**config.mk**
```make
export PLATFORM = sky130hd
export DESIGN_NAME = phy_lane_scheduler
export DESIGN_NICKNAME = d
export VERILOG_FILES = /design/src/rtl/phy_lane_scheduler.sv
export SDC_FILE = /design/constraint.sdc
export NUM_CORES = 1
export LEC_CHECK = 0
export CAP_MARGIN = 30
export CORE_MARGIN = 8
export CORE_UTILIZATION = 30
export CTS_CLUSTER_SIZE = 40
export DETAILED_ROUTE_END_ITERATION = 6
export GPL_TIMING_DRIVEN = 0
export PLACE_DENSITY = 0.51
export SLEW_MARGIN = 20
export SYNTH_ARGS = -nofsm -noshare
export SYNTH_HDL_FRONTEND = slang
export SYNTH_SLANG_ARGS = --single-unit
```
**constraint.sdc**
```tcl
create_clock -name clk4f -period 9.9 [get_ports clk4f]
set_input_delay 0.99 -clock clk4f [delete_from_list [all_inputs] [get_ports clk4f]]
set_output_delay 0.99 -clock clk4f [all_outputs]
set_load 0.005 [all_outputs]
```
**src/rtl/phy_lane_scheduler.sv**
```systemverilog
// phy_lane_scheduler: transmit-side lane scheduler for the four-lane PHY.
// Buffers four 9-bit lane words (bit 8 = valid) in per-lane FIFOs, emits a
// COM preamble after reset, then round-robins the lanes onto one byte stream
// toward the serializer, filling empty slots with IDLE control symbols.
//
// Ports:
//   clk4f                 single clock, rising edge
//   reset                 asynchronous active-low reset
//   paralelo0..paralelo3  lane words {valid, byte}
//   tx_ready              serializer consumes a symbol at this edge
//   data_out              symbol to serializer
//   k_out                 1 = control symbol (COM/IDLE)
//   out_valid             1 = data_out carries a lane data byte
//   lane_out              source lane of the current data byte
//   full                  per-lane FIFO full
//   ovf                   sticky per-lane overflow
//   sync_done             COM preamble complete
module phy_lane_scheduler #(
    parameter int unsigned DEPTH     = 4,
    parameter int unsigned COM_COUNT = 4,
    parameter logic [7:0]  COM       = 8'hBC,
    parameter logic [7:0]  IDLE      = 8'h7C
) (
    input  logic       clk4f,
    input  logic       reset,
    input  logic [8:0] paralelo0,
    input  logic [8:0] paralelo1,
    input  logic [8:0] paralelo2,
    input  logic [8:0] paralelo3,
    input  logic       tx_ready,
    output logic [7:0] data_out,
    output logic       k_out,
    output logic       out_valid,
    output logic [1:0] lane_out,
    output logic [3:0] full,
    output logic [3:0] ovf,
    output logic       sync_done
);

    localparam int unsigned LANES = 4;
    localparam int unsigned AW    = $clog2(DEPTH);
    localparam int unsigned CW    = AW + 1;
    localparam int unsigned NW    = $clog2(COM_COUNT + 1);

    localparam logic [0:0] ST_SYNC = 1'b0;
    localparam logic [0:0] ST_RUN  = 1'b1;

    logic [8:0]    lane_in   [LANES];
    logic [7:0]    mem       [LANES][DEPTH];
    logic [AW-1:0] wr_ptr    [LANES];
    logic [AW-1:0] rd_ptr    [LANES];
    logic [CW-1:0] count     [LANES];
    logic [CW-1:0] count_nxt [LANES];

    logic [3:0]    push;
    logic [3:0]    pop;
    logic [3:0]    drop;

    logic [0:0]    state;
    logic [0:0]    state_nxt;
    logic [NW-1:0] com_cnt;
    logic [NW-1:0] com_cnt_nxt;
    logic [1:0]    rr_ptr;
    logic [1:0]    rr_nxt;

    logic          sel_found;
    logic [1:0]    sel_lane;
    logic [1:0]    idx;

    logic [7:0]    data_nxt;
    logic          k_nxt;
    logic          valid_nxt;
    logic [1:0]    lane_nxt;
    logic          sync_nxt;

    assign lane_in[0] = paralelo0;
    assign lane_in[1] = paralelo1;
    assign lane_in[2] = paralelo2;
    assign lane_in[3] = paralelo3;

    // Enqueue qualification; a valid word against a full lane is dropped even
    // if that lane pops this cycle.
    always_comb begin
        push = '0;
        drop = '0;
        for (int i = 0; i < LANES; i++) begin
            push[i] = lane_in[i][8] & ~full[i];
            drop[i] = lane_in[i][8] &  full[i];
        end
    end

    // Circular search for the first non-empty lane from rr_ptr, using
    // registered counts so a fresh write waits one edge before it can pop.
    always_comb begin
        sel_found = 1'b0;
        sel_lane  = '0;
        idx       = '0;
        for (int k = 0; k < LANES; k++) begin
            idx = rr_ptr + 2'(k);
            if (!sel_found && (count[idx] != '0)) begin
                sel_found = 1'b1;
                sel_lane  = idx;
            end
        end
    end

    // Next-state and output decode.
    always_comb begin
        state_nxt   = state;
        com_cnt_nxt = com_cnt;
        rr_nxt      = rr_ptr;
        data_nxt    = data_out;
        k_nxt       = k_out;
        valid_nxt   = out_valid;
        lane_nxt    = lane_out;
        sync_nxt    = sync_done;
        pop         = '0;

        case (state)
            ST_SYNC: begin
                if (tx_ready) begin
                    data_nxt    = COM;
                    k_nxt       = 1'b1;
                    valid_nxt   = 1'b0;
                    lane_nxt    = '0;
                    com_cnt_nxt = com_cnt + NW'(1);
                    if (com_cnt == NW'(COM_COUNT - 1)) begin
                        state_nxt = ST_RUN;
                        sync_nxt  = 1'b1;
                    end
                end
            end
            ST_RUN: begin
                if (tx_ready) begin
                    if (sel_found) begin
                        pop[sel_lane] = 1'b1;
                        data_nxt      = mem[sel_lane][rd_ptr[sel_lane]];
                        k_nxt         = 1'b0;
                        valid_nxt     = 1'b1;
                        lane_nxt      = sel_lane;
                        rr_nxt        = sel_lane + 2'd1;
                    end else begin
                        // lane_out deliberately keeps the last data lane
                        data_nxt  = IDLE;
                        k_nxt     = 1'b1;
                        valid_nxt = 1'b0;
                    end
                end
            end
            default: begin
                state_nxt = ST_SYNC;
            end
        endcase
    end

    // Per-lane occupancy update.
    always_comb begin
        for (int i = 0; i < LANES; i++) begin
            case ({push[i], pop[i]})
                2'b10:   count_nxt[i] = count[i] + CW'(1);
                2'b01:   count_nxt[i] = count[i] - CW'(1);
                default: count_nxt[i] = count[i];
            endcase
        end
    end

    // FSM state, arbitration pointer and registered outputs.
    always_ff @(posedge clk4f or negedge reset) begin
        if (!reset) begin
            state     <= ST_SYNC;
            com_cnt   <= '0;
            rr_ptr    <= '0;
            data_out  <= IDLE;
            k_out     <= 1'b1;
            out_valid <= 1'b0;
            lane_out  <= '0;
            sync_done <= 1'b0;
        end else begin
            state     <= state_nxt;
            com_cnt   <= com_cnt_nxt;
            rr_ptr    <= rr_nxt;
            data_out  <= data_nxt;
            k_out     <= k_nxt;
            out_valid <= valid_nxt;
            lane_out  <= lane_nxt;
            sync_done <= sync_nxt;
        end
    end

    // FIFO pointers, counts and flags.
    always_ff @(posedge clk4f or negedge reset) begin
        if (!reset) begin
            for (int i = 0; i < LANES; i++) begin
                wr_ptr[i] <= '0;
                rd_ptr[i] <= '0;
                count[i]  <= '0;
            end
            full <= '0;
            ovf  <= '0;
        end else begin
            for (int i = 0; i < LANES; i++) begin
                if (push[i]) begin
                    wr_ptr[i] <= wr_ptr[i] + AW'(1);
                end
                if (pop[i]) begin
                    rd_ptr[i] <= rd_ptr[i] + AW'(1);
                end
                count[i] <= count_nxt[i];
                full[i]  <= (count_nxt[i] == CW'(DEPTH));
                ovf[i]   <= ovf[i] | drop[i];
            end
        end
    end

    // FIFO storage; contents need no reset since pointers define validity.
    always_ff @(posedge clk4f) begin
        for (int i = 0; i < LANES; i++) begin
            if (push[i]) begin
                mem[i][wr_ptr[i]] <= lane_in[i][7:0];
            end
        end
    end

endmodule
```
# Word-level counts from Yosys, hierarchy flattened

Memories as Yosys holds them, arrays and structs flattened.
Cells that the tools add are included.

Add/sub/neg operators: 21
Magnitude comparators: 16
Eq/ne operators: 16
Multiplexer cells: 70
Bitwise gates (word level): 27
Reductions and logical operators: 20

Operator list:

| cell                                                     | count |
|---|---|
| two-way mux 32 bit                                       | 4 |
| two-way mux 8 bit                                        | 9 |
| demux 8 bit (select 2 bit)                               | 4 |
| greater-or-equal comparator 3 bit, second input constant | 10 |
| inverter 2 -> 3 bit                                      | 10 |
| binary-select mux 3 bit (select 2 bit)                   | 4 |
| two-way mux 3 bit                                        | 8 |
| one-hot mux 3 bit (2 select lines)                       | 4 |
| adder 2 x 1 -> 2 bit, second input constant              | 10 |
| two-way mux 1 bit                                        | 18 |
| two-way mux 2 bit                                        | 9 |
| binary-select mux 8 bit (select 2 bit)                   | 1 |
| one-hot mux 8 bit (2 select lines)                       | 1 |
| adder 3 x 1 -> 3 bit, second input constant              | 5 |
| equality test 3 bit, second input constant               | 4 |
| < comparator 3 x 1 -> 1 bit, second input constant       | 4 |
| two-way mux 4 bit                                        | 3 |
| nonzero test 3 bit                                       | 4 |
| subtractor 3 x 1 -> 3 bit, second input constant         | 4 |
| AND reduction 3 bit                                      | 3 |
| AND 1 bit                                                | 8 |
| equality test 2 x 1 -> 1 bit, second input constant      | 4 |
| equality test 2 bit, second input constant               | 4 |
| logical AND 1 bit                                        | 8 |
| 14 further kinds                                         | 27 |

Register bits after elaboration: 55
Memory bits (writable): 128
Input port bits: 39
Output and inout bits: 21
Logic and storage cells: 193
Memories kept: 1

Memories:

| name | depth | bits a word | rd ports | clocked after Yosys merged registers in | write ports | RTL line | RTL |
|---|---|---|---|---|---|---|---|
| mem  | 4     | 32          | 1        | 0                                       | 4           | 49       | `logic [7:0] mem [LANES][DEPTH];` |

# Depth between registers and ports, before layout

Gate-level depths: netlist of the first run.

Word-level depth: 26
Depth in mapped cells: 16
Depth with buffers taken out: 12

# Worst setup path before layout of the first run

No wires, ideal clock.

Kind: flip-flop to flip-flop
Start: reg count[9] in the netlist's numbering
End: reg full[0]
Setup time: 88 ps
Arrival: 3600 ps
Data required time: 9812 ps
Path slack: 6212 ps
Cell stages (with the launch flop): 17
Path buffers: 4
Period minus slack after synthesis: 3688 ps
Path through: dfrtp_1 or3_4 a211o_1 buf_6 a21oi_4 inv_2 buf_2 buf_1 buf_2 ha_1 and2_1 ha_1 fa_1 xnor2_1 nor2_1 xor2_1 nor3b_1

RTL lines:

| item                              | RTL line | RTL |
|---|---|---|
| from (decl)                       | 52       | `logic [CW-1:0] count [LANES];` |
| from (signal, indexed assignment) | 208      | `count[i] <= count_nxt[i];` |
| to (signal, indexed assignment)   | 209      | `full[i] <= (count_nxt[i] == CW'(DEPTH));` |
| to (decl)                         | 35       | `output logic [3:0] full,` |

==> flow_summary.html, run 1 <==
<table>
<tr><th>Metric</th><th>Value</th></tr>
<tr><th colspan="2">Run</th></tr>
<tr><td>Maximum Capacitance Violations</td><td>0</td></tr>
<tr><th colspan="2">Critical path</th></tr>
<tr><td>Flop2flop setup slack</td><td>5450 ps</td></tr>
<tr><td>Kind of launch point of the worst setup path</td><td>register</td></tr>
<tr><td>Worst reg2reg startpoint</td><td>count[6]</td></tr>
<tr><td>Crit Reg-Reg Endpoint</td><td>full[0]</td></tr>
<tr><td>Worst Setup End Kind</td><td>register</td></tr>
<tr><td>Arrival time at the worst endpoint</td><td>4780 ps</td></tr>
<tr><td>Crit path launch</td><td>count[6]</td></tr>
<tr><td>Category of the critical setup timing path</td><td>register to register</td></tr>
<tr><td>Capture point of the worst path</td><td>full[0]</td></tr>
<tr><td>Maximum fanout along the worst path</td><td>11</td></tr>
<tr><td>Data required time of the worst path</td><td>10230 ps</td></tr>
<tr><td>Reg2Reg Depth</td><td>15</td></tr>
<tr><th colspan="2">Synthesis</th></tr>
<tr><td>Net Count, Synth</td><td>a little under 700</td></tr>
<tr><td>Number of synthesis warnings</td><td>0</td></tr>
<tr><td>Flop and latch count out of synthesis</td><td>183</td></tr>
<tr><td>Cell area after synthesis</td><td>8010 um^2</td></tr>
<tr><td>Yosys top cell by area</td><td>sky130_fd_sc_hd__edfxtp_1</td></tr>
<tr><td>Share of async-settable or async-resettable flops after synthesis</td><td>30.1%</td></tr>
<tr><td>EDFF count, synth</td><td>about 130</td></tr>
<tr><td>Mapped Cells</td><td>613</td></tr>
<tr><td>Share of the yosys chip area belonging to registers</td><td>65.3%</td></tr>
<tr><td>Primary flip-flop cell chosen by synthesis mapping</td><td>sky130_fd_sc_hd__edfxtp_1</td></tr>
<tr><td>Unique masters post-synth</td><td>48</td></tr>
<tr><td>Biggest area contributors in the synthesized netlist</td><td>sky130_fd_sc_hd__edfxtp_1 (48%), sky130_fd_sc_hd__dfrtp_1 (15%), sky130_fd_sc_hd__ha_1 (4.1%)</td></tr>
<tr><td>Per-instance average area after synthesis</td><td>about 13 um^2</td></tr>
<tr><td>Fraction of synthesized cell area taken by the top area cell type</td><td>between 40 and 50%</td></tr>
<tr><th colspan="2">GRT</th></tr>
<tr><td>Final global-route overflow total</td><td>0</td></tr>
<tr><td>Number of antenna violations at the first check in global routing</td><td>0</td></tr>
<tr><td>Maximum number of pins on one net before global-route repair</td><td>47</td></tr>
<tr><td>Number of global-route vias before repair</td><td>5154</td></tr>
<tr><td>GR Util All Layers</td><td>13.5%</td></tr>
<tr><td>Global-route wire length before repair</td><td>31800 um</td></tr>
<tr><th colspan="2">Finish</th></tr>
<tr><td>Fill cell instance count of the final layout</td><td>2577</td></tr>
<tr><td>Number of antenna cells inserted</td><td>0</td></tr>
<tr><td>Share of the core filled with cells in the final layout</td><td>36.2%</td></tr>
<tr><td>Post-route cell area</td><td>9620 um^2</td></tr>
<tr><td>Area added between synthesis and finish</td><td>20.1%</td></tr>
<tr><td>Commonest non-fill, non-tap cells in the layout</td><td>sky130_fd_sc_hd__edfxtp_1 (128), sky130_fd_sc_hd__nand2_1 (79), sky130_fd_sc_hd__clkdlybuf4s50_1 (58)</td></tr>
<tr><td>Ratio of cells with drive above 1 in the final layout</td><td>roughly 7.7%</td></tr>
<tr><td>Final nets</td><td>761</td></tr>
<tr><td>Commonest non-fill, non-tap cell in the layout</td><td>sky130_fd_sc_hd__edfxtp_1</td></tr>
<tr><th colspan="2">Clocking</th></tr>
<tr><td>Clock tree root buffer cell</td><td>sky130_fd_sc_hd__clkbuf_16</td></tr>
<tr><td>Clock slew seen by the registers of the worst setup and hold paths</td><td>approximately 70 ps</td></tr>
<tr><td>Clock tree from TritonCTS</td><td>yes</td></tr>
<tr><td>TritonCTS Buffers</td><td>17</td></tr>
<tr><td># Post-CTS Setup Buffers</td><td>0</td></tr>
<tr><td>H-tree levels</td><td>4</td></tr>
<tr><td>Cts repair resizes</td><td>0</td></tr>
<tr><td>Hold-fix buffers at CTS</td><td>0</td></tr>
<tr><td>Source-to-sink clock delay at the later pin of the worst-skew pair</td><td>420 ps</td></tr>
<tr><td>Clock Sink Count</td><td>183</td></tr>
<tr><td>Buffers from clock root to sink, at most</td><td>2</td></tr>
<tr><th colspan="2">STA</th></tr>
<tr><td>Upper clock frequency limit</td><td>225 MHz</td></tr>
<tr><td>Worst hold-check slack</td><td>around 400 ps</td></tr>
<tr><td>Max-slew violation count</td><td>0</td></tr>
<tr><td>Total Neg Setup Slack</td><td>0 ps</td></tr>
<tr><td>Number of endpoints with negative hold slack in the final report</td><td>0</td></tr>
<tr><td>Period utilization</td><td>44.9%</td></tr>
<tr><td>Time the worst path needs with I/O delays and setup</td><td>4450 ps</td></tr>
<tr><td>Max transition margin</td><td>42.7%</td></tr>
<tr><td>Setup repair after global routing missed its margin</td><td>no</td></tr>
<tr><td>Final setup slack of the worst path</td><td>5450 ps</td></tr>
<tr><td>Worst-case clock skew</td><td>6.27 ps</td></tr>
<tr><td>Slew at the pin closest to its max-slew limit</td><td>856 ps</td></tr>
<tr><td>Final count of negative-setup-slack endpoints</td><td>0</td></tr>
<tr><th colspan="2">Floorplanning</th></tr>
<tr><td>Die extent in x</td><td>roughly 180 um</td></tr>
<tr><td>Height of the die</td><td>179 um</td></tr>
<tr><td>Core footprint</td><td>26600 um^2</td></tr>
<tr><td>Initial Util</td><td>30.1%</td></tr>
<tr><td># rows</td><td>60</td></tr>
<tr><td>Overall die area</td><td>32200 um^2</td></tr>
<tr><td>Ports</td><td>60</td></tr>
<tr><th colspan="2">Drt</th></tr>
<tr><td>Number of nets still failing antenna checks after routing</td><td>0</td></tr>
<tr><td>Residual DRC</td><td>0</td></tr>
<tr><td>Met3 wirelength from detailed routing</td><td>1340 um</td></tr>
<tr><td>Post-DR vias/cell</td><td>4.88</td></tr>
<tr><td>Met2 wire len</td><td>approximately 10000 um</td></tr>
<tr><td>Met1 layer wirelength in the final routing</td><td>9510 um</td></tr>
<tr><td>Uppermost layer routed</td><td>met4</td></tr>
<tr><td>Total vias in the final route</td><td>5108</td></tr>
<tr><td>Final WL</td><td>21000 um</td></tr>
<tr><td>Drt initial violations</td><td>504</td></tr>
<tr><td>Wire length per cell after detailed routing</td><td>20.1 um</td></tr>
<tr><td>First-pass iteration count of the detailed router</td><td>5</td></tr>
<tr><th colspan="2">Pwr</th></tr>
<tr><td>Max rail drop VDD</td><td>roughly 110 uV</td></tr>
<tr><td>Power per Cell Area</td><td>348 nW/um^2</td></tr>
<tr><td>Static leakage</td><td>3.50 nW</td></tr>
<tr><th colspan="2">Placement</th></tr>
<tr><td>Final weighted congestion in routability-driven placement</td><td>0.887</td></tr>
<tr><td>Placed instance area</td><td>9050 um^2</td></tr>
<tr><td>Half-perimeter wire length after detailed placement</td><td>between 15000 and 20000 um</td></tr>
<tr><td>Number of port buffers</td><td>59</td></tr>
<tr><td>Pre-CTS setup slack</td><td>5410 ps</td></tr>
<tr><th colspan="2">Worst hold path</th></tr>
<tr><td>Min-Delay Path Class</td><td>input pin to async pin</td></tr>
<tr><th colspan="2">Status</th></tr>
<tr><td>Result of the run</td><td>complete, no violations</td></tr>
</table>
[worst min-delay path by stage]
stage	from	to	slack (ps)	cells after the start
floorplan	rd_ptr[1]	rd_ptr[1]	440	1
global placement	ovf[1]	ovf[1]	440	1
detailed placement	ovf[2]	ovf[2]	440	1
CTS	reset	count[4]	380	1
global route	reset	count[4]	390	1
finish	reset	count[4]	400	1
[sequential cells by signal, summed over array words and instances, names as in the netlist]
| register | flops |
|---|---|
| count | 12 |
| rd_ptr | 8 |
| sync_done | 1 |
| data_out | 8 |
| state | 1 |
| mem | 128 |
| lane_out | 2 |
| full | 4 |
| k_out | 1 |
| ovf | 4 |
| wr_ptr | 8 |
| rr_ptr | 2 |
| out_valid | 1 |
| com_cnt | 3 |
[synthesized netlist by cell type, types with 3 or more instances]
master and number:
sky130_fd_sc_hd__a211oi_1 32, sky130_fd_sc_hd__a21o_1 7, sky130_fd_sc_hd__a21oi_1 30, sky130_fd_sc_hd__a221o_1 4
sky130_fd_sc_hd__a221oi_1 18, sky130_fd_sc_hd__a22o_1 3, sky130_fd_sc_hd__a22oi_1 13, sky130_fd_sc_hd__a32oi_1 8
sky130_fd_sc_hd__and2_1 22, sky130_fd_sc_hd__buf_2 6, sky130_fd_sc_hd__clkbuf_1 24, sky130_fd_sc_hd__dfrtp_1 49
sky130_fd_sc_hd__dfstp_2 6, sky130_fd_sc_hd__edfxtp_1 128, sky130_fd_sc_hd__fa_1 4, sky130_fd_sc_hd__ha_1 26
sky130_fd_sc_hd__inv_1 23, sky130_fd_sc_hd__mux2_2 4, sky130_fd_sc_hd__mux2i_1 5, sky130_fd_sc_hd__nand2_1 79
sky130_fd_sc_hd__nand3_1 13, sky130_fd_sc_hd__nor2_1 17, sky130_fd_sc_hd__nor2b_1 23, sky130_fd_sc_hd__nor3b_1 4
sky130_fd_sc_hd__nor4_1 3, sky130_fd_sc_hd__o21ai_0 10, sky130_fd_sc_hd__xnor2_1 17, sky130_fd_sc_hd__xor2_1 8
[layout make-up]
| type | instances | area (um^2) | area share, % |
|---|---|---|---|
| Timing Repair Buffer | 60 | 616 | 6.40 |
| Clock inverter | 13 | 131 | 1.37 |
| Tap cell | 341 | 427 | 4.44 |
| Multi-Input combinational cell | 372 | 2550 | 26.5 |
| Inverter | 25 | 93.8 | 0.976 |
| Clock buffer | 19 | 433 | 4.50 |
| Buffer | 33 | 139 | 1.44 |
| Sequential cell | 183 | 5230 | 54.4 |
[through the flow]
| step | instances | power, mW |
|---|---|---|
| 2_1_floorplan | 613 | 2.16 |
| 3_3_place_gp | 1013 | 2.66 |
| 3_5_place_dp | 1014 | 2.70 |
| 4_1_cts | 1046 | 3.37 |
| 5_1_grt | 1046 | 3.56 |
| 6_report | 1046 | 3.35 |
[cells by family after synthesis]
logic type | count (synthesis) | share of synthesized area [%]
compound gates | 138 | 12.6
xor+xnor | 25 | 2.73
fa+ha+maj | 30 | 5.06
buf+inv | 58 | 2.91
flops | 183 | 65.3
mux | 9 | 1.19
simple gates | 170 | 10.2
[power by group]
part / switching (mW) / internal [mW] / total [mW] / leakage, nW
sequential: 0.121 / 1.05 / 1.17 / 1.81
combinational: 0.968 / 0.558 / 1.53 / 1.42
clock: 0.282 / 0.370 / 0.652 / 0.264
total: 1.37 / 1.98 / 3.35 / 3.50
[critical path, cell delays in order, from the launching register on]
cell,delay (ps)
sky130_fd_sc_hd__dfrtp_1,420
sky130_fd_sc_hd__or3_1,490
sky130_fd_sc_hd__a22o_1,410
sky130_fd_sc_hd__a21oi_4,310
sky130_fd_sc_hd__inv_2,120
sky130_fd_sc_hd__buf_2,230
sky130_fd_sc_hd__buf_1,310
sky130_fd_sc_hd__buf_2,330
sky130_fd_sc_hd__ha_1,230
sky130_fd_sc_hd__and2_1,190
sky130_fd_sc_hd__ha_1,240
sky130_fd_sc_hd__fa_1,380
sky130_fd_sc_hd__xnor2_1,150
sky130_fd_sc_hd__nor2_1,130
sky130_fd_sc_hd__xor2_1,200
sky130_fd_sc_hd__nor3b_1,220
[metal layers]
layer  global-route usage (%)  vias up
met5                        0        -
met4                     3.96        0
met3                     3.31       16
met2                     21.4      186
met1                     18.1     2503
li1                         -     2403
Power figures use the tool's default switching activity.
==> run 2, diff against run 1 <==
==> constraint.sdc (replaced) <==
create_clock -name clk4f -period 4.2 [get_ports clk4f]
set_input_delay 0.42 -clock clk4f [delete_from_list [all_inputs] [get_ports clk4f]]
set_output_delay 0.42 -clock clk4f [all_outputs]
set_load 0.005 [all_outputs]
==> run 2 against run 1 <==
  * Final cell count did not move
  * Register-to-register slack got worse by 5100 ps
  * Utilization rose by 0.12 points
  * Combinational power rose by 140%
  * Clock skew barely moved
  * Hold slack got worse by 28 ps
  * Power rose by 140%
  * Global-route usage barely moved
  * Flip-flop and latch count did not move
  * Via count fell by 0.59%
  * Non-clock buffer count did not move
  * Critical path type unchanged
  * Largest cell class unchanged
==> flow_summary.html, run 2 (synthesis results as in run 1) <==
<table>
<tr><th>Metric</th><th>Value</th></tr>
<tr><th colspan="2">GRT</th></tr>
<tr><td>GR Util All Layers</td><td>13.5% (-0.023 points)</td></tr>
<tr><td>Final global-route overflow total</td><td>0 (unchanged)</td></tr>
<tr><td>Number of global-route vias before repair</td><td>5157 (+0.058%)</td></tr>
<tr><td>Maximum number of pins on one net before global-route repair</td><td>47 (unchanged)</td></tr>
<tr><td>Number of antenna violations at the first check in global routing</td><td>0 (unchanged)</td></tr>
<tr><td>Global-route wire length before repair</td><td>31800 um (-0.11%)</td></tr>
<tr><th colspan="2">Run</th></tr>
<tr><td>Maximum Capacitance Violations</td><td>0 (unchanged)</td></tr>
<tr><th colspan="2">Finish</th></tr>
<tr><td>Share of the core filled with cells in the final layout</td><td>36.3% (+0.12 points)</td></tr>
<tr><td>Final nets</td><td>761 (unchanged)</td></tr>
<tr><td>Post-route cell area</td><td>9650 um^2 (+0.34%)</td></tr>
<tr><td>Count of non-filler cells in the finished layout</td><td>1046 (unchanged)</td></tr>
<tr><td>Ratio of cells with drive above 1 in the final layout</td><td>8.51% (+0.85 points)</td></tr>
<tr><td>Commonest non-fill, non-tap cells in the layout</td><td>sky130_fd_sc_hd__edfxtp_1 (128), sky130_fd_sc_hd__nand2_1 (79), sky130_fd_sc_hd__clkdlybuf4s50_1 (58)</td></tr>
<tr><td>Fill cell instance count of the final layout</td><td>2574 (-0.12%)</td></tr>
<tr><td>Number of flip-flops in the largest register</td><td>128 (unchanged)</td></tr>
<tr><td>Commonest non-fill, non-tap cell in the layout</td><td>sky130_fd_sc_hd__edfxtp_1</td></tr>
<tr><td>Area added between synthesis and finish</td><td>20.5%</td></tr>
<tr><td>Number of antenna cells inserted</td><td>0 (unchanged)</td></tr>
<tr><th colspan="2">Floorplanning</th></tr>
<tr><td>Ports</td><td>60 (unchanged)</td></tr>
<tr><td>Initial Util</td><td>30.1% (unchanged)</td></tr>
<tr><td>Core footprint</td><td>26600 um^2 (unchanged)</td></tr>
<tr><td>Die extent in x</td><td>179 um (unchanged)</td></tr>
<tr><td># rows</td><td>60 (unchanged)</td></tr>
<tr><td>Height of the die</td><td>179 um (unchanged)</td></tr>
<tr><td>Overall die area</td><td>32200 um^2 (unchanged)</td></tr>
<tr><th colspan="2">Critical path</th></tr>
<tr><td>Kind of launch point of the worst setup path</td><td>register</td></tr>
<tr><td>Arrival time at the worst endpoint</td><td>4210 ps (-570 ps)</td></tr>
<tr><td>Worst Setup End Kind</td><td>register</td></tr>
<tr><td>Data required time of the worst path</td><td>4520 ps (-5710 ps)</td></tr>
<tr><td>Maximum fanout along the worst path</td><td>29 (+18)</td></tr>
<tr><td>Category of the critical setup timing path</td><td>register to register</td></tr>
<tr><th colspan="2">STA</th></tr>
<tr><td>Number of endpoints with negative hold slack in the final report</td><td>0 (unchanged)</td></tr>
<tr><td>Upper clock frequency limit</td><td>257 MHz (+14%)</td></tr>
<tr><td>Final setup slack of the worst path</td><td>314 ps (-5140 ps)</td></tr>
<tr><td>Setup repair after global routing missed its margin</td><td>no</td></tr>
<tr><td>Slew at the pin closest to its max-slew limit</td><td>864 ps (+7.33 ps)</td></tr>
<tr><td>Max transition margin</td><td>42.2% (-0.49 points)</td></tr>
<tr><td>Period utilization</td><td>92.5% (+48 points)</td></tr>
<tr><td>Worst hold-check slack</td><td>372 ps (-27.9 ps)</td></tr>
<tr><td>Final count of negative-setup-slack endpoints</td><td>0 (unchanged)</td></tr>
<tr><td>Max-slew violation count</td><td>0 (unchanged)</td></tr>
<tr><td>Worst-case clock skew</td><td>6.40 ps (+0.130 ps)</td></tr>
<tr><td>Time the worst path needs with I/O delays and setup</td><td>3890 ps (-562 ps)</td></tr>
<tr><td>Total Neg Setup Slack</td><td>0 ps (unchanged)</td></tr>
<tr><th colspan="2">Drt</th></tr>
<tr><td>Final WL</td><td>20900 um (-0.56%)</td></tr>
<tr><td>First-pass iteration count of the detailed router</td><td>5 (unchanged)</td></tr>
<tr><td>Number of nets still failing antenna checks after routing</td><td>0 (unchanged)</td></tr>
<tr><td>Drt initial violations</td><td>468 (-7.1%)</td></tr>
<tr><td>Post-DR vias/cell</td><td>4.85 (-0.59%)</td></tr>
<tr><td>Residual DRC</td><td>0 (unchanged)</td></tr>
<tr><td>Total vias in the final route</td><td>5078 (-0.59%)</td></tr>
<tr><td>Wire length per cell after detailed routing</td><td>19.9 um (-0.56%)</td></tr>
<tr><th colspan="2">Status</th></tr>
<tr><td>Result of the run</td><td>complete, no violations</td></tr>
<tr><th colspan="2">Clocking</th></tr>
<tr><td>TritonCTS Buffers</td><td>17 (unchanged)</td></tr>
<tr><td>Clock tree root buffer cell</td><td>sky130_fd_sc_hd__clkbuf_16</td></tr>
<tr><td>Clock slew seen by the registers of the worst setup and hold paths</td><td>70 ps (about the same)</td></tr>
<tr><td>Clock Sink Count</td><td>183 (unchanged)</td></tr>
<tr><td>H-tree levels</td><td>4 (unchanged)</td></tr>
<tr><td>Clock tree from TritonCTS</td><td>yes</td></tr>
<tr><td>Buffers from clock root to sink, at most</td><td>2 (unchanged)</td></tr>
<tr><td>Source-to-sink clock delay at the later pin of the worst-skew pair</td><td>420 ps (about the same)</td></tr>
<tr><th colspan="2">Placement</th></tr>
<tr><td>Pre-CTS setup slack</td><td>-288 ps (-5700 ps)</td></tr>
<tr><td>Placed instance area</td><td>9050 um^2 (unchanged)</td></tr>
<tr><td>Half-perimeter wire length after detailed placement</td><td>15700 um (unchanged)</td></tr>
<tr><td>Post-placement cell count</td><td>1014 (unchanged)</td></tr>
<tr><td>Number of port buffers</td><td>59 (unchanged)</td></tr>
<tr><td>Final weighted congestion in routability-driven placement</td><td>0.887 (unchanged)</td></tr>
<tr><th colspan="2">Pwr</th></tr>
<tr><td>Total design power</td><td>7.92 mW (+140%)</td></tr>
<tr><td>Sequential cell fraction of total power</td><td>34.9% (about the same)</td></tr>
<tr><td>Static leakage</td><td>3.52 nW (+0.61%)</td></tr>
<tr><td>Max rail drop VDD</td><td>279 uV (+160%)</td></tr>
<tr><td>Net switching power</td><td>3.23 mW (+140%)</td></tr>
<tr><td>Switching Share</td><td>40.8% (-0.18 points)</td></tr>
<tr><td>Part of the total power dissipated in combinational logic</td><td>45.7% (about the same)</td></tr>
<tr><td>Power per Cell Area</td><td>821 nW/um^2 (+140%)</td></tr>
<tr><td>Clock network fraction of total power</td><td>19.4% (about the same)</td></tr>
<tr><td>Cell internal power dissipation</td><td>4.69 mW (+140%)</td></tr>
<tr><th colspan="2">Worst hold path</th></tr>
<tr><td>Min-Delay Path Class</td><td>input pin to async pin</td></tr>
</table>
run 2: layer usage:
metal	vias to the layer above	wire length [um]	track usage, %
met3	19	1320	3.31
li1	2396	-	-
met2	175	9690	21.3
met1	2488	9560	18.1
met5	-	0	0
met4	0	295	3.96
run 2: path summary, 6_finish.rpt:
path | start | to | slack, ps | cells after the start
setup reg to reg | count[6] | full[1] | 310 | 14
min in group clk4f | ovf[0] | ovf[0] | 460 | 1
setup / recovery | count[6] | full[1] | 310 | 14
hold reg to reg | ovf[0] | ovf[0] | 460 | 1
max in group asynchronous | reset | data_out[2] | 3290 | 3
hold / removal | reset | count[4] | 370 | 2
run 2: worst max-delay path, cell delays in order (launching register included):
cell	delay, ps
sky130_fd_sc_hd__dfrtp_1	420
sky130_fd_sc_hd__or3_1	490
sky130_fd_sc_hd__a211o_1	280
sky130_fd_sc_hd__buf_6	160
sky130_fd_sc_hd__a21oi_4	220
sky130_fd_sc_hd__inv_2	100
sky130_fd_sc_hd__clkbuf_4	340
sky130_fd_sc_hd__ha_1	280
sky130_fd_sc_hd__and2_1	170
sky130_fd_sc_hd__ha_1	230
sky130_fd_sc_hd__fa_1	390
sky130_fd_sc_hd__xnor2_1	140
sky130_fd_sc_hd__nor2_1	110
sky130_fd_sc_hd__xor2_1	190
sky130_fd_sc_hd__nor3b_1	250
run 2: area by class of cell:
type	instances	area, um^2	share of cell area (%)
Tap cell	341	427	4.42
Sequential cell	183	5230	54.2
Timing Repair Buffer	64	648	6.72
Multi-Input combinational cell	372	2560	26.5
Inverter	25	97.6	1.01
Clock buffer	19	433	4.49
Buffer	29	128	1.32
Clock inverter	13	131	1.36
run 2: power by group through the flow:
stage / registers, mW / clock network, mW / logic [mW]
floorplan: 2.71 / 0 / 2.37
global placement: 2.77 / 0 / 3.49
detailed placement: 2.79 / 0 / 3.58
CTS: 2.77 / 1.57 / 3.61
global route: 2.82 / 1.63 / 3.98
finish: 2.77 / 1.53 / 3.62
run 2: repair_timing:
item,in CTS,in global routing
buffers inserted,1,2
hold buffers,1,0
pin swaps,1,1
resized for setup,4,2
endpoints found under the setup margin,8,3
hold endpoints to repair,9,0
==> run 3, diff against run 2 <==
--- a/config.mk
+++ b/config.mk
@@ -10,6 +10,7 @@
 export CORE_UTILIZATION = 30
 export CTS_CLUSTER_SIZE = 40
 export DETAILED_ROUTE_END_ITERATION = 6
+export GPL_ROUTABILITY_DRIVEN = 0
 export GPL_TIMING_DRIVEN = 0
 export PLACE_DENSITY = 0.51
 export SLEW_MARGIN = 20
==> run 3 against run 2 <==
  * Critical path depth stayed put
  * Clock power is 6% higher
  * Utilization is 0.19 points higher
  * Global-route usage is 0.34 points lower
  * Largest power group unchanged
  * Hold slack better by 12 ps
  * Worst setup slack better by 11 ps
==> flow_summary.html, run 3 (synthesis results as in run 1) <==
<table>
<tr><th>Metric</th><th>Value</th></tr>
<tr><th colspan="2">Finish</th></tr>
<tr><td>Number of antenna cells inserted</td><td>0 (unchanged)</td></tr>
<tr><td>Commonest non-fill, non-tap cells in the layout</td><td>sky130_fd_sc_hd__edfxtp_1 (128), sky130_fd_sc_hd__nand2_1 (79), sky130_fd_sc_hd__clkdlybuf4s50_1 (58)</td></tr>
<tr><td>Fill cell instance count of the final layout</td><td>2580 (+0.23%)</td></tr>
<tr><td>Count of non-filler cells in the finished layout</td><td>1048 (+0.19%)</td></tr>
<tr><td>Commonest non-fill, non-tap cell in the layout</td><td>sky130_fd_sc_hd__edfxtp_1</td></tr>
<tr><td>Post-route cell area</td><td>9700 um^2 (+0.52%)</td></tr>
<tr><td>Number of flip-flops in the largest register</td><td>128 (unchanged)</td></tr>
<tr><td>Final nets</td><td>763 (+0.26%)</td></tr>
<tr><td>Area added between synthesis and finish</td><td>21.1%</td></tr>
<tr><td>Ratio of cells with drive above 1 in the final layout</td><td>9.19% (+0.68 points)</td></tr>
<tr><th colspan="2">Clocking</th></tr>
<tr><td>Clock Sink Count</td><td>183 (unchanged)</td></tr>
<tr><td>Clock tree from TritonCTS</td><td>yes</td></tr>
<tr><td>TritonCTS Buffers</td><td>17 (unchanged)</td></tr>
<tr><td>Clock tree root buffer cell</td><td>sky130_fd_sc_hd__clkbuf_16</td></tr>
<tr><td>Buffers from clock root to sink, at most</td><td>2 (unchanged)</td></tr>
<tr><td>Source-to-sink clock delay at the later pin of the worst-skew pair</td><td>430 ps (about the same)</td></tr>
<tr><td>Clock slew seen by the registers of the worst setup and hold paths</td><td>70 ps (about the same)</td></tr>
<tr><td>H-tree levels</td><td>4 (unchanged)</td></tr>
<tr><th colspan="2">Floorplanning</th></tr>
<tr><td>Core footprint</td><td>26600 um^2 (unchanged)</td></tr>
<tr><td>Initial Util</td><td>30.1% (unchanged)</td></tr>
<tr><td>Height of the die</td><td>179 um (unchanged)</td></tr>
<tr><td>Ports</td><td>60 (unchanged)</td></tr>
<tr><td># rows</td><td>60 (unchanged)</td></tr>
<tr><td>Die extent in x</td><td>179 um (unchanged)</td></tr>
<tr><td>Overall die area</td><td>32200 um^2 (unchanged)</td></tr>
<tr><th colspan="2">STA</th></tr>
<tr><td>Final setup slack of the worst path</td><td>325 ps (+11.1 ps)</td></tr>
<tr><td>Number of endpoints with negative hold slack in the final report</td><td>0 (unchanged)</td></tr>
<tr><td>Period utilization</td><td>92.3% (-0.26 points)</td></tr>
<tr><td>Max-slew violation count</td><td>0 (unchanged)</td></tr>
<tr><td>Time the worst path needs with I/O delays and setup</td><td>3880 ps (-11.1 ps)</td></tr>
<tr><td>Final count of negative-setup-slack endpoints</td><td>0 (unchanged)</td></tr>
<tr><td>Upper clock frequency limit</td><td>258 MHz (+0.29%)</td></tr>
<tr><td>Total Neg Setup Slack</td><td>0 ps (unchanged)</td></tr>
<tr><td>Slew at the pin closest to its max-slew limit</td><td>817 ps (-47.0 ps)</td></tr>
<tr><td>Max transition margin</td><td>45.3% (+3.1 points)</td></tr>
<tr><td>Worst-case clock skew</td><td>8.98 ps (+2.57 ps)</td></tr>
<tr><td>Setup repair after global routing missed its margin</td><td>no</td></tr>
<tr><th colspan="2">Pwr</th></tr>
<tr><td>Max rail drop VDD</td><td>276 uV (-1.0%)</td></tr>
<tr><td>Switching Share</td><td>40.3% (-0.43 points)</td></tr>
<tr><td>Sequential cell fraction of total power</td><td>34.6% (-0.3 points)</td></tr>
<tr><td>Part of the total power dissipated in combinational logic</td><td>45.1% (-0.6 points)</td></tr>
<tr><td>Clock network fraction of total power</td><td>20.3% (+0.9 points)</td></tr>
<tr><td>Cell internal power dissipation</td><td>4.77 mW (+1.8%)</td></tr>
<tr><td>Total design power</td><td>8.00 mW (+1.0%)</td></tr>
<tr><td>Static leakage</td><td>3.56 nW (+1.2%)</td></tr>
<tr><td>Power per Cell Area</td><td>825 nW/um^2 (+0.51%)</td></tr>
<tr><td>Net switching power</td><td>3.23 mW (about the same)</td></tr>
<tr><th colspan="2">Drt</th></tr>
<tr><td>Final WL</td><td>20500 um (-1.8%)</td></tr>
<tr><td>Number of nets still failing antenna checks after routing</td><td>0 (unchanged)</td></tr>
<tr><td>Drt initial violations</td><td>583 (+25%)</td></tr>
<tr><td>Total vias in the final route</td><td>5149 (+1.4%)</td></tr>
<tr><td>Residual DRC</td><td>0 (unchanged)</td></tr>
<tr><td>Post-DR vias/cell</td><td>4.91 (+1.2%)</td></tr>
<tr><td>Wire length per cell after detailed routing</td><td>19.5 um (-2.0%)</td></tr>
<tr><td>First-pass iteration count of the detailed router</td><td>5 (unchanged)</td></tr>
<tr><th colspan="2">GRT</th></tr>
<tr><td>Maximum number of pins on one net before global-route repair</td><td>47 (unchanged)</td></tr>
<tr><td>Number of antenna violations at the first check in global routing</td><td>0 (unchanged)</td></tr>
<tr><td>Final global-route overflow total</td><td>0 (unchanged)</td></tr>
<tr><td>Number of global-route vias before repair</td><td>5142 (-0.29%)</td></tr>
<tr><td>GR Util All Layers</td><td>13.1% (-0.34 points)</td></tr>
<tr><td>Global-route wire length before repair</td><td>31200 um (-1.8%)</td></tr>
<tr><th colspan="2">Critical path</th></tr>
<tr><td>Reg2Reg Depth</td><td>14 (unchanged)</td></tr>
<tr><td>Cell seen most often among critical-path stages</td><td>sky130_fd_sc_hd__ha_1</td></tr>
<tr><td>Slowest stage cell, crit path</td><td>sky130_fd_sc_hd__or3_1</td></tr>
<tr><td>Sum of buffers and inverters on the critical path</td><td>3 (unchanged)</td></tr>
<tr><td>Kind of launch point of the worst setup path</td><td>register</td></tr>
<tr><td>Crit path max-delay family</td><td>simple AND/OR/NAND/NOR gates</td></tr>
<tr><td>Critical path's largest stage delay</td><td>480 ps (about the same)</td></tr>
<tr><td>Arrival time at the worst endpoint</td><td>4220 ps (about the same)</td></tr>
<tr><td>Critical path, cell by cell</td><td>or3_1 -&gt; a22o_1 -&gt; a21oi_4 -&gt; inv_2 -&gt; buf_2 -&gt; buf_4 -&gt; ha_1 -&gt; and2_1 -&gt; ha_1 -&gt; fa_1 -&gt; xnor2_1 -&gt; nor2_1 -&gt; xor2_1 -&gt; nor3b_2</td></tr>
<tr><td>Data required time of the worst path</td><td>4550 ps (+30 ps)</td></tr>
<tr><td>Maximum fanout along the worst path</td><td>19 (-34%)</td></tr>
<tr><td>Worst Setup End Kind</td><td>register</td></tr>
<tr><td>Critical path depth</td><td>14 (unchanged)</td></tr>
<tr><td>Category of the critical setup timing path</td><td>register to register</td></tr>
<tr><th colspan="2">Placement</th></tr>
<tr><td>Post-placement cell count</td><td>1014 (unchanged)</td></tr>
<tr><td>Number of port buffers</td><td>59 (unchanged)</td></tr>
<tr><td>Pre-CTS setup slack</td><td>-180 ps (+108 ps)</td></tr>
<tr><td>Placed instance area</td><td>9050 um^2 (unchanged)</td></tr>
<tr><td>Half-perimeter wire length after detailed placement</td><td>15500 um (-1.5%)</td></tr>
<tr><th colspan="2">Run</th></tr>
<tr><td>Maximum Capacitance Violations</td><td>0 (unchanged)</td></tr>
<tr><th colspan="2">Worst hold path</th></tr>
<tr><td>Min-Delay Path Class</td><td>input pin to async pin</td></tr>
<tr><th colspan="2">Status</th></tr>
<tr><td>Result of the run</td><td>complete, no violations</td></tr>
</table>
run 3: worst paths after layout:
kind / slack (ps) / start / to
setup / recovery: 320 / count[6] / full[0]
hold / removal: 380 / reset / count[4]
setup reg to reg: 320 / count[6] / full[0]
hold reg to reg: 450 / sync_done / sync_done
max in group asynchronous: 3270 / reset / data_out[5]
min in group clk4f: 450 / sync_done / sync_done
run 3: per-layer routing:
metal  routed length (um)  track usage (%)  up-vias
met1                 9320             17.3     2542
met2                 9680             21.1      175
met5                    0                0        -
met4                  401             5.21        0
li1                     -                -     2407
met3                 1070             2.58       25
run 3: repair_timing:
| item | in CTS | in global routing |
|---|---|---|
| pin swaps | 0 | 1 |
| endpoints found under the hold margin | 9 | 0 |
| setup endpoints to repair | 5 | 5 |
| setup buffers | 0 | 3 |
| hold buffers | 1 | 0 |
| resized for setup | 4 | 7 |
run 3: per-stage QoR:
step	util [%]	hold WS [ps]
after floorplan	-	124
after global routing	36.5	384
final	36.5	384
after detailed placement	34.1	275
after CTS	36.4	358
after global placement	34.0	437
run 3: area by class of cell:
cell class	instances	area (um^2)	share of cell area, %
inverters	25	93.8	0.968
clock inverters	15	176	1.82
repair buffers	64	648	6.68
flip-flops and latches	183	5230	53.9
clock buffers	17	425	4.39
well taps	341	427	4.40
plain buffers	31	140	1.44
multi-input cells	372	2560	26.4
run 3: power by group through the flow:
| stage | logic [mW] | registers [mW] | clock network, mW |
|---|---|---|---|
| final | 3.61 | 2.77 | 1.62 |
| after CTS | 3.55 | 2.77 | 1.65 |
| after global routing | 3.95 | 2.83 | 1.71 |
| after floorplan | 2.37 | 2.71 | 0 |
| after global placement | 3.44 | 2.77 | 0 |
| after detailed placement | 3.53 | 2.79 | 0 |
==> RTL change 1 (settings of run 3) <==
Set the parameter `DEPTH` to 2 (it was 4).
--- a/src/rtl/phy_lane_scheduler.sv
+++ b/src/rtl/phy_lane_scheduler.sv
@@ -16,7 +16,7 @@
 //   ovf                   sticky per-lane overflow
 //   sync_done             COM preamble complete
 module phy_lane_scheduler #(
-    parameter int unsigned DEPTH     = 4,
+    parameter int unsigned DEPTH     = 2,
     parameter int unsigned COM_COUNT = 4,
     parameter logic [7:0]  COM       = 8'hBC,
     parameter logic [7:0]  IDLE      = 8'h7C
Function: changed (a bounded check fails within 4 cycles, from zero or initial values and one cycle with reset low).
==> RTL change 1 against run 3 <==
- setup slack better by 1.1 ns
- synthesized area is 44% lower
- largest cell class unchanged
- final area is 42% lower
- sequential cell count is 76 lower
- combinational power is 57% lower
- synthesized cell count is 50% lower
- count of clock-buffer cells in the layout is 6 lower
- wire length is 56% lower
- power is 50% lower
==> RTL change 1: results (changes against run 3) <==
- The flow ran to the end, and the final reports show no timing, DRC or antenna violations.
- The number of nets in the synthesized netlist is 355 (-48%).
- The worst slew slack as a fraction of its limit was 52.4% (+7.0 points).
- By area the synthesized netlist is led by edfxtp_1, dfrtp_1, mux2i_1, dfstp_2, ha_1.
- The number of DRC markers in iteration 0 came to 94 (-84%).
- The total number of vias is 2484 (-52%).
- The worst register-to-register path begins at count[2].
- The fraction of the cycle the final worst path needs was 65.6% (-27 points).
- The commonest cells after synthesis are edfxtp_1, mux2i_1, dfrtp_1.
- The worst slack after detailed placement is 1.47 ns (+1.65 ns).
- The xor and xnor area share after synthesis is 4.10% (+1.4 points).
- The share of the yosys chip area belonging to registers is 67.0% (+1.7 points).
- The number of buffers created by CTS is 9 (-8).
- The biggest cell delay along the critical path is 0.43 ns (-0.05 ns).
- The fraction of layout cells with a size suffix above 1 is 9.69% (+0.49 points).
- The maximum number of pins on one net before global-route repair is 27 (-43%).
- The cell with the largest stage delay on the worst path is dfrtp_1.
- The worst register-to-register path ends at full[3].
- The number of nets at the end of the flow came to 426 (-44%).
- The worst setup skew after layout came to 0.00925 ns (+0.000275 ns).
- The largest voltage drop on the vdd net is 276 uV (about the same).
- The depth of the worst register-to-register path is 12 (-2).
- The global-route wire length before repair was 14800 um (-53%).
- The arrival time of data at the critical path endpoint is 3.02 ns (-1.20 ns).
- The sum of net half-perimeters after detailed placement is 6760 um (-56%).
- The number of gates resized after CTS is 0 (-4).
- The clock latency at the later pin of the worst-skew pair came to 0.35 ns (-0.08 ns).
- The H-tree level count is 3 (-1).
- The number of flip-flops in the largest register is 64 (-50%).
- The compound-cell area share of the yosys netlist is 6.14% (-6.5 points).
- The switching fraction of total power is 34.0% (-6.3 points).
- The final-layout worst hold slack is 0.0291 ns (-0.355 ns).
- The post-synthesis async set-or-reset flop share is 40.2% (+10 points).
- The multiplexer area fraction after synthesis came to 10.1% (+8.9 points).
- The total global routing track utilization was 9.91% (-3.2 points).
- The adder and majority gate portion of the synthesized area came to 2.79% (-2.3 points).
- The static leakage power is 0.00218 uW (-39%).
-- RTL change 1: how the worst max path moves through the flow --
stage               endpoint  cells past startpoint
floorplan            full[0]                     11
global placement      ovf[2]                      1
detailed placement   full[3]                     12
CTS                  full[3]                     12
global route         full[3]                     12
finish               full[3]                     12
-- RTL change 1: area by class of cell --
cell class / instances / area [um2]
clock buffers: 11 / 243
multi-input cells: 175 / 1360
clock inverters: 5 / 45.0
fillers: 1351 / 8980
well taps: 184 / 230
flip-flops and latches: 107 / 3010
repair buffers: 60 / 606
plain buffers: 10 / 67.6
inverters: 14 / 52.6
-- RTL change 1: routing by layer --
layer	global-route usage [%]	share of wire, %
met5	0	0
met2	15.1	45
met4	4.81	1.9
met3	2.67	4.8
met1	12.8	49
-- RTL change 1: through the flow --
stage,instances,instance area [um2]
5_1_grt,566,5610
3_5_place_dp,550,5320
3_3_place_gp,549,5310
2_1_floorplan,306,4480
6_report,566,5610
4_1_cts,566,5610
-- RTL change 1: cells by family after synthesis --
group | Yosys count
DFF | 107
and+or+nand+nor | 63
muxes | 45
AOI/OAI and AO/OA | 36
buffers and inverters | 24
xor gates and xnor gates | 21
adders and majority gates | 10
-- RTL change 1: power by group through the flow --
stage               combinational (uW)  clock [uW]  sequential, uW
floorplan                         1110           0            1640
global placement                  1580           0            1670
detailed placement                1590           0            1680
CTS                               1610         838            1660
global route                      1760         877            1700
finish                            1570         813            1660
-- RTL change 1: worst reg2reg max path: cells and delay by family (launching register included) --
kind                       cells  cell delay [ns]
buffers and inverters          2             0.30
xor gates and xnor gates       1             0.18
and+or+nand+nor                5             0.88
adders and majority gates      2             0.41
DFF                            1             0.43
AOI/OAI and AO/OA              2             0.47
==> RTL change 2 (flow settings as in run 3) <==
Without the edit above. Make the reset (`reset`) synchronous in 2 clocked blocks. Comments in the files are not updated.
--- a/src/rtl/phy_lane_scheduler.sv
+++ b/src/rtl/phy_lane_scheduler.sv
@@ -165,7 +165,7 @@
     end
 
     // FSM state, arbitration pointer and registered outputs.
-    always_ff @(posedge clk4f or negedge reset) begin
+    always_ff @(posedge clk4f) begin
         if (!reset) begin
             state     <= ST_SYNC;
             com_cnt   <= '0;
@@ -188,7 +188,7 @@
     end
 
     // FIFO pointers, counts and flags.
-    always_ff @(posedge clk4f or negedge reset) begin
+    always_ff @(posedge clk4f) begin
         if (!reset) begin
             for (int i = 0; i < LANES; i++) begin
                 wr_ptr[i] <= '0;
Formal check against the unedited RTL: differs if reset is asserted again (counterexample within 4 cycles, from zero or initial values and one cycle with reset low); with reset held inactive, the same outputs for 4 cycles.
==> RTL change 2 against run 3 <==
- setup slack got worse by 0.12 ns
- critical endpoint is now full[2]
- sequential share of layout area decreased by 2.1 points
- wire length decreased by 7.2%
- first-iteration DRC count decreased by 62%
- synthesized area increased by 2.1%
- final area increased by 2.5%
- sequential cell count increased by 2
- worst hold slack improved by 0.089 ns
Power is not compared: it rests on default switching activity, and its combinational part moved more than twofold at a synthesized area within 25%.
==> RTL change 2: results (changes against run 3) <==
- The post-placement cell area was 0.00921 mm2 (+1.7%).
- Sorting the synthesized cells by area gives the leading types as edfxtp_1, mux2i_1, dfxtp_1, ha_1, nor2b_1.
- The run finished with clean final reports.
- In the synthesized netlist, the cells that appear most often are edfxtp_1, mux2i_1, dfxtp_1.
- Tracing the worst setup path back leads to its startpoint at count[0][0].
- The fraction of layout cells with a size suffix above 1 came to 10.4% (+1.2 points).
- In this run the worst hold path is classified as register to register.
- The number of nets in the synthesized netlist is 637 (-6.6%).
- Clock tree synthesis selected as its root buffer the cell clkbuf_16.
- The final routed wirelength across all metal layers came to 19000 um (-7.2%).
- The post-synthesis async set-or-reset flop share was 0% (-30 points).
- The biggest cell delay along the critical path was 0.53 ns (+0.05 ns).
- The distinct cell type count after synthesis came to 52 (+8.3%).
- The share of the yosys chip area belonging to registers was 62.9% (-2.4 points).
- The total global routing track utilization was 11.8% (-1.4 points).
- The arrival time of data at the critical path endpoint was 4.36 ns (+0.14 ns).
- The startpoint identified for the worst register-to-register timing path is count[0][0].
- The detailed-router iteration count before antenna repair was 4 (-1).
- The number of DRC markers in iteration 0 came to 224 (-62%).
- The worst setup skew after layout came to 0.00975 ns (+0.000778 ns).
- The measured slew at the worst slew-check pin is 0.582 ns (-0.235 ns).
- The met1 track utilization from global routing is 13.9% (-3.4 points).
- The maximum number of pins on one net before global-route repair came to 18 (-62%).
- The synthesized area divided by synthesized cell count is 14.4 um2 (+10%).
- The number of instances in the placed design is 968 (-4.5%).
- The worst slack after detailed placement was -0.498 ns (-0.318 ns).
- The number of flops mapped to enable cells by yosys is 144 (+13%).
- VDD sags by at most 227 uV.
- The cell with the largest stage delay on the worst path is mux4_2.
- The sum of net half-perimeters after detailed placement is 14200 um (-8.2%).
- The met2 track utilization from global routing came to 20.3% (-0.81 points).
- The number of global-route vias before repair is 5072 (-1.4%).
- The final cell count without fillers is 1005 (-4.1%).
- The total number of vias came to 4732 (-8.1%).
- The global-route wire length before repair is 29000 um (-7.1%).
- The number of nets at the end of the flow is 721 (-5.5%).
- The met3 demand-to-capacity share in global routing is 3.23% (+0.65 points).
-- RTL change 2: changes by cell type after synthesis, moves of 10 or more --
cell             run 3  this run
a211oi_1            32         4
a21oi_1             30         9
a221oi_1            18         0
and3_1               0        10
clkbuf_1            24         7
dfrtp_1             49         0
dfxtp_1              0        41
edfxtp_1           128       144
mux2i_1              5        84
nand2_1             79        17
nor2b_1             23        36
-- RTL change 2: where the power goes --
| part | internal, uW | switching, uW |
|---|---|---|
| Sequential | 2060 | 39.4 |
| Clock | 1010 | 710 |
| Combinational | 425 | 453 |
| Total | 3500 | 1200 |
-- RTL change 2: cell families after synthesis --
| family | share of synthesized area [%] |
|---|---|
| AO/OA/AOI/OAI | 4.12 |
| XOR/XNOR | 1.39 |
| adder cells (fa/ha/maj) | 4.96 |
| buffers and inverters | 2.42 |
| flip-flops | 62.9 |
| multiplexers | 14.0 |
| AND/OR/NAND/NOR | 10.2 |
-- RTL change 2: path summary, 6_finish.rpt --
check / end / slack, ns / cells past startpoint
setup reg to reg: full[2] / 0.20 / 15
setup / recovery: full[2] / 0.20 / 15
hold reg to reg: sync_done / 0.47 / 1
hold / removal: sync_done / 0.47 / 1
-- RTL change 2: routing by layer --
| layer | part of all wire, % | routed length (um) |
|---|---|---|
| met1 | 44 | 8290 |
| met2 | 50 | 9460 |
| met3 | 4.2 | 791 |
| met4 | 2.3 | 444 |
| met5 | 0 | 0 |
-- RTL change 2: what timing repair did --
action	CTS	global route
gates resized for setup	6	10
setup buffers	1	6
pin swaps	0	0
endpoints found under the hold margin	0	0
endpoints found under the setup margin	9	7
-- RTL change 2: final cells by class --
cell class,count,area [um2]
buffer,20,141
multi-input combinational,342,2870
timing repair buffer,66,643
sequential,185,5150
clock buffer,17,425
clock inverter,14,211
inverter,20,75.1
fill,2557,16900
tap,341,427
